<file path="config.mk">
export PLATFORM = sky130hd
export DESIGN_NAME = paddle_ai_driver
export DESIGN_NICKNAME = d
export VERILOG_FILES = /design/src/rtl/paddle_ai_driver.sv
export SDC_FILE = /design/constraint.sdc
export NUM_CORES = 1
export LEC_CHECK = 0
export ABC_AREA = 1
export CAP_MARGIN = 25
export CORE_MARGIN = 2
export CORE_UTILIZATION = 57
export CTS_BUF_LIST = sky130_fd_sc_hd__clkbuf_2
export CTS_CLUSTER_DIAMETER = 80
export DETAILED_ROUTE_END_ITERATION = 16
export GPL_ROUTABILITY_DRIVEN = 0
export PLACE_DENSITY = 0.82
export REMOVE_ABC_BUFFERS = 1
export SLEW_MARGIN = 5
export SYNTH_ARGS = -nofsm -noshare
export SYNTH_HDL_FRONTEND = slang
export SYNTH_SLANG_ARGS = --single-unit
</file>
<file path="constraint.sdc">
create_clock -name clk -period 3.1 [get_ports clk]
set_input_delay 0.62 -clock clk [delete_from_list [all_inputs] [get_ports clk]]
set_output_delay 0.62 -clock clk [all_outputs]
set_load 0.01 [all_outputs]
</file>
<file path="src/rtl/paddle_ai_driver.sv">
// Computer opponent for the right paddle: steers the paddle tracker's
// up/down requests toward the ball with a reaction delay and a deadband.
module paddle_ai_driver #(
    parameter int Y_RES           = 480,
    parameter int DEADBAND        = 8,
    parameter int REACTION_FRAMES = 4,
    parameter int RETARGET_FRAMES = 2
) (
    input  logic               clk,
    input  logic               reset,
    input  logic               game_on,
    input  logic               frame_tick,
    input  logic               ball_toward,
    input  logic signed [31:0] ball_y,
    input  logic signed [31:0] paddle_y,
    output logic               up,
    output logic               down,
    output logic [1:0]         ai_state
);

    localparam int MAXF = (REACTION_FRAMES > RETARGET_FRAMES) ?
                          REACTION_FRAMES : RETARGET_FRAMES;
    localparam int CW   = (MAXF > 0) ? $clog2(MAXF + 1) : 1;

    localparam logic signed [31:0] YR  = 32'(Y_RES);
    localparam logic signed [31:0] MID = 32'(Y_RES / 2);
    localparam logic signed [31:0] DB  = 32'(DEADBAND);

    localparam logic [CW:0] REACT_N  = (CW + 1)'(REACTION_FRAMES);
    localparam logic [CW:0] RETGT_N  = (CW + 1)'(RETARGET_FRAMES);

    typedef enum logic [1:0] {
        IDLE   = 2'd0,
        WAIT   = 2'd1,
        TRACK  = 2'd2,
        CENTER = 2'd3
    } state_t;

    state_t              r_state;
    state_t              w_state_nxt;
    logic signed [31:0]  r_target;
    logic signed [31:0]  w_target_nxt;
    logic [CW-1:0]       r_cnt;
    logic [CW-1:0]       w_cnt_nxt;
    logic                r_toward_d;
    logic                r_up;
    logic                r_dn;
    logic                w_up_nxt;
    logic                w_dn_nxt;
    logic signed [31:0]  w_clamp;
    logic signed [31:0]  w_err;
    logic [CW:0]         w_cnt_inc;
    logic                w_req_up;
    logic                w_req_dn;

    assign w_clamp   = (ball_y < 0)  ? 32'sd0 :
                       (ball_y > YR) ? YR     : ball_y;
    assign w_err     = r_target - paddle_y;
    assign w_req_up  = (w_err > DB);
    assign w_req_dn  = (w_err < -DB);
    assign w_cnt_inc = {1'b0, r_cnt} + (CW + 1)'(1);

    // Priority: rally over, ball leaving, ball turning back, then per-state rules.
    always_comb begin
        w_state_nxt  = r_state;
        w_target_nxt = r_target;
        w_cnt_nxt    = r_cnt;
        w_up_nxt     = 1'b0;
        w_dn_nxt     = 1'b0;
        if (!game_on) begin
            w_state_nxt  = IDLE;
            w_target_nxt = MID;
            w_cnt_nxt    = '0;
        end else if ((r_state == WAIT || r_state == TRACK) && !ball_toward) begin
            w_state_nxt  = CENTER;
            w_target_nxt = MID;
            w_cnt_nxt    = '0;
        end else if (r_state == CENTER && ball_toward && !r_toward_d) begin
            w_state_nxt = WAIT;
            w_cnt_nxt   = '0;
        end else begin
            unique case (r_state)
                IDLE: begin
                    w_cnt_nxt = '0;
                    if (ball_toward) begin
                        w_state_nxt = WAIT;
                    end else begin
                        w_state_nxt  = CENTER;
                        w_target_nxt = MID;
                    end
                end
                WAIT: begin
                    if (REACTION_FRAMES == 0) begin
                        w_state_nxt  = TRACK;
                        w_target_nxt = w_clamp;
                        w_cnt_nxt    = '0;
                    end else if (frame_tick) begin
                        if (w_cnt_inc == REACT_N) begin
                            w_state_nxt  = TRACK;
                            w_target_nxt = w_clamp;
                            w_cnt_nxt    = '0;
                        end else begin
                            w_cnt_nxt = w_cnt_inc[CW-1:0];
                        end
                    end
                end
                TRACK: begin
                    w_up_nxt = w_req_up;
                    w_dn_nxt = w_req_dn;
                    if (frame_tick) begin
                        if (w_cnt_inc >= RETGT_N) begin
                            w_target_nxt = w_clamp;
                            w_cnt_nxt    = '0;
                        end else begin
                            w_cnt_nxt = w_cnt_inc[CW-1:0];
                        end
                    end
                end
                CENTER: begin
                    w_up_nxt = w_req_up;
                    w_dn_nxt = w_req_dn;
                end
                default: begin
                    w_state_nxt = IDLE;
                end
            endcase
        end
    end

    always_ff @(posedge clk or negedge reset) begin
        if (!reset) begin
            r_state    <= IDLE;
            r_target   <= MID;
            r_cnt      <= '0;
            r_toward_d <= 1'b0;
            r_up       <= 1'b0;
            r_dn       <= 1'b0;
        end else begin
            r_state    <= w_state_nxt;
            r_target   <= w_target_nxt;
            r_cnt      <= w_cnt_nxt;
            r_toward_d <= ball_toward;
            r_up       <= w_up_nxt;
            r_dn       <= w_dn_nxt;
        end
    end

    assign up       = r_up;
    assign down     = r_dn;
    assign ai_state = r_state;

endmodule
</file>
* Word-level counts from Yosys, hierarchy flattened
Index checks and enable logic that the tools add are counted.
W data, S select, Z words.
** Operators by class
- $add $sub $neg :: 2
- Magnitude comparators :: 5
- Equal/unequal tests :: 16
- Muxes and demuxes :: 34
- Reduce and logical (&&, ||, !) cells :: 11
** Operators by type and width (count)
- $mux W32 :: 10
- $pmux W32 S3 :: 1
- $gt A32 B10 Y1 const B :: 1
- $gt A32 B5 Y1 const B :: 1
- $lt A32 B1 Y1 const B :: 1
- $lt A32 B4 Y1 const B :: 1
- $sub A32 B32 Y32 :: 1
- $mux W3 :: 7
- $mux W2 :: 6
- $ne A5 B1 Y1 const B :: 2
- $ne A5 B3 Y1 const B :: 2
- $pmux W3 S3 :: 1
- $mux W1 :: 8
- $ne A4 B2 Y1 const B :: 2
- $ne A4 B3 Y1 const B :: 2
- $reduce_and A7 Y1 :: 1
- $ne A6 B1 Y1 const B :: 1
- $reduce_and A3 Y1 :: 2
- $ne A5 B2 Y1 const B :: 1
- $add A3 B1 Y4 const B :: 1
- $eq A2 B2 Y1 const B :: 2
- $eq A4 B3 Y1 const B :: 1
- $ge A4 B2 Y1 const B :: 1
- $ne A4 B4 Y1 const B :: 1
- 8 further kinds :: 11
** Word-level totals
- Register bits :: 40
- Input port bits :: 69
- Output and inout bits :: 4
- Word-level logic and storage cells :: 74

* Logic depth before layout (Yosys ltp)
- Word-level depth :: 9
- Gate-level depth with buffers :: 19
- Gate-level depth less buffers :: 19

* Least setup slack after synthesis
OpenSTA, ideal clock, no wires.
- Path type :: input -> register
- Start :: input paddle_y[0]
- End :: register r_dn, in the netlist down
- Library setup time :: 115 ps
- Arrival time :: 2222 ps
- Required time :: 2985 ps
- Path slack :: 762 ps
- Stages :: 17
- Buffers on the path :: 0
- Cell sequence :: ha_1 > inv_1 > fa_1 > nand3_1 > nand3_2 > nand2_1 > nand2_1 > nand2_1 > nand3_1 > nand2_1 > nand2_1 > nor2_1 > nand2_1 > nor2_1 > nand2_1 > nor2_1 > nor2_1
** Between the ends
- Word-level cells in the longest chain between the ends :: 6
** Ends and longest elaborated chain
- start: declaration :: RTL line 15 : input logic signed [31:0] paddle_y,
- $sub A32 B32 Y32 :: RTL line 58 : assign w_err = r_target - paddle_y;
- $lt A32 B4 Y1 :: RTL line 60 : assign w_req_dn = (w_err < -DB);
- $mux W1 :: RTL line 82 : unique case (r_state)
- $mux W1 :: RTL line 78 : end else if (r_state == CENTER && ball_toward && !r_toward_d) begin
- $mux W1 :: RTL line 74 : end else if ((r_state == WAIT || r_state == TRACK) && !ball_toward) begin
- $mux W1 :: RTL line 70 : if (!game_on) begin
- via w_dn_nxt :: RTL line 49 : logic w_dn_nxt;
- end signal: assignment :: RTL line 144 : r_dn <= w_dn_nxt;
- end: declaration :: RTL line 47 : logic r_dn;
The timed path passes the listed nets, and every way through them passes these cells.
A chain may end at the register's enable or synchronous reset.

* Worst setup path in the final report
Ends and elaborated chain as after synthesis.

==> metrics.md <==
| Metric | Value |
|---|---|
| Status | completed |
| Crit Path Category | primary input to flop |
| TritonCTS Sinks | 39 |
| Synth Flop Type | dfrtp_1 |
| Seq/Total Area, Yosys | 0.212 |
| Hold_sp | r_target[11] |
| Async SR Flop Fraction | 1.00 |
| Initial antenna violation count | 0 |
| CP Depth | 18 |
| Final worst setup slack | 338 ps |
| Largest net degree at the start of global routing | 40 |
| Final TNS setup | 0 ps |
| CP Launch Type | primary input |
| Hold violation count in the final report | 0 |
| Tmin final | 2760 ps |
| Post_cts resized | 0 |
| DR WL/cell | 13.0 µm |
| Share of post-route cells with drive strength above 1 | 0.0459 |
| Hold path depth | 2 |
| Drt pass-1 iters | 6 |
| P_leak | 0.00320 µW |
| Total Routed Length | between 10000 and 15000 µm |
| Power density cells | 416 nW/µm² |
| VDD IR max | slightly above 0.4 mV |
| Clk slew on worst S/H paths | 250 ps |
| # diodes | 0 |
| CTS tree | done |
| WP buf/inv | 2 |
| Initial DRC count | 417 |
| Req. time, crit path | 3430 ps |
| I/O Pins | 73 |
| I/O Buffers | between 70 and 80 |
| Cells on worst reg2reg path | 18 |
| Final slew viol count | 0 |
| CP Max Fanout | 4 |
| Setup violations, final | 0 |
| Cells after DPL | 986 |
| Yosys reg bits | 39 |
| Die W | 94.1 µm |
| Critical path's most frequent cell | nand2_1 |
| Commonest non-fill, non-tap cell in the layout | nand2_1 |
| Worst slew margin | 0.547 |
| RSZ-0062 raised after global routing | no |
| Remaining global-route overflow | 0 |
| Hold WC Path Type | flop to flop |
| Worst EP arrival | slightly above 3000 ps |
| Post-Syn Instances | approximately 810 |
| Delay of the slowest cell on the worst path | 480 ps |
| Die height | 94.1 µm |
| Netlist Area Pre-Place | between 4000 and 5000 µm² |
| CTS root buf | clkbuf_2 |
| DRC | 0 |
| Hold EP | r_target[11] |
| Starting Density | 0.593 |
| Critical-path cell list | clkdlybuf4s50_1 > ha_1 > inv_1 > fa_1 > nand3_1 > nand3_2 > nand3_1 > nand3_1 > nand2_1 > nand2_1 > nand2_1 > nand2_1 > nor2_1 > nand2_1 > nor2_1 > nand2_1 > nor2_1 > nor2_1 |
| Ys Warns | 0 |
| H-tree depth | 2 |
| Avg Synthesized Cell Area | ~5.7 µm² |
| Number of nets with antenna violations after routing | 0 |
| Die Area | ~8900 µm² |
| Family with the most delay on the worst path | simple AND/OR/NAND/NOR gates |
| Vias | 5261 |
| Hpwl dp | 10900 µm |
| Pre-CTS WS | -43.4 ps |
| Endpoint class of the critical path | flop |
| CORE AREA | 7810 µm² |
| Least-Margin Pin Slew | 675 ps |
| Site Rows | 32 |
| Area grow syn2layout | 20.6% |
| Netlist cell types | 41 |
| Global-route wire length before repair | 21700 µm |
| Num CTS Buffers | 5 |
| Internal reg-to-reg setup slack | 510 ps |
| Via-to-Cell Ratio | 5.28 |
| All-layer global routing usage | 0.308 |
| R2R Path End | down |
| Max cap viols | 0 |
| Most frequent cells in the layout | 278 x nand2_1, 183 x inv_1, 99 x nor2_1 |
| Fin crit share | 0.891 |
| Slowest CP cell | clkdlybuf4s50_1 |
| Latest clock arrival within the worst-skew pair | 420 ps |
| Fmax | 362 MHz |
| Number of global-route vias before repair | ~4900 |
| Filler instances | 702 |
| Post-synth EDFFs | 0 |
| NumNets Final | around 1000 |
| Finished Layout Cells | 996 |
| Longest Clk Path Bufs | 2 |
| Clk_skew | 25.5 ps |
| Reg2Reg Launch Point | r_target[0] |
logic make-up (layout without fill, tap and decap cells):
group / Yosys count / in the layout / share of synthesized area
DFF: 39 / 39 / 0.212
muxes: 1 / 1 / 0.00243
adders and majority gates: 40 / 40 / 0.110
AOI/OAI and AO/OA: 52 / 52 / 0.0649
buffers and inverters: 191 / 272 / 0.159
xor gates and xnor gates: 2 / 2 / 0.00379
and+or+nand+nor: 488 / 488 / 0.448
through the flow:
stage	total power (µW)	utilization	cell area (µm²)	hold slack [ps]
final	2320	0.715	5580	513
after global routing	2490	0.715	5580	489
after detailed placement	1870	0.699	5460	486
after CTS	2300	0.711	5550	283
after global placement	1830	0.699	5460	482
after floorplan	1430	-	4600	324
synth_stat cells (all sizes together) (2+ instances only):
cell    number  area, µm²
nor4         6       37.5
o211ai       3       22.5
nand2      284       1080
dfstp        4        105
buf          3       30.0
nand3       51        270
a21oi       24        131
and2         2       12.5
nor3        12       65.1
nand4       16        100
or2          2       12.5
dfrtp       35        876
xnor2        2       17.5
a31oi        3       18.8
inv        187        702
nand3b       9       67.6
nor2       104        413
o21ai       17       88.8
ha          39        488
worst reg2reg max path, cell delays in order, from the launching register on:
cell and delay, ps:
dfrtp_1 420, inv_1 90, ha_1 160, inv_1 90
fa_1 450, nand3_1 160, nand3_2 110, nand3_1 100
nand3_1 120, nand2_1 140, nand2_1 90, nand2_1 90
nand2_1 60, nor2_1 80, nand2_1 50, nor2_1 80
nand2_1 60, nor2_1 100, nor2_1 50
sequential cells by signal, summed over array words and instances, names as in the netlist:
register,flops
up,1
r_target,31
ai_state,2
down,1
r_cnt,3
r_toward_d,1
metal layers:
metal  vias to the layer above  track usage  wire length, µm
met2                       215        0.493             5710
met1                      2359        0.438             5950
met5                         -            0                0
li1                       2648            -                -
met3                        39       0.0337              994
met4                         0       0.0870              306
how the worst max path moves through the flow:
stage | from | to | slack [ps]
6_report | paddle_y[0] | down | 340
5_1_grt | paddle_y[0] | down | 120
4_1_cts | paddle_y[0] | down | 400
3_5_place_dp | paddle_y[0] | down | -40
3_3_place_gp | paddle_y[0] | down | 100
2_1_floorplan | paddle_y[0] | down | 760
repair_timing:
action / CTS / global route
setup endpoints to repair: 0 / 0
buffers inserted: 0 / 0
hold buffers: 0 / 1
hold endpoints to repair: 0 / 1
power by group:
| group | internal (µW) | switching (µW) |
|---|---|---|
| sequential | 579 | 48.6 |
| combinational | 455 | 815 |
| clock | 223 | 202 |
final cells by class:
type / instances / area, µm² / share of cell area
multi-input cells: 583 / 2910 / 0.521
flip-flops and latches: 39 / 981 / 0.176
repair buffers: 76 / 761 / 0.136
clock buffers: 5 / 25.0 / 0.00448
well taps: 102 / 128 / 0.0229
inverters: 188 / 706 / 0.126
clock inverters: 3 / 71.3 / 0.0128
Note: power is estimated with default switching activity, not from simulation.
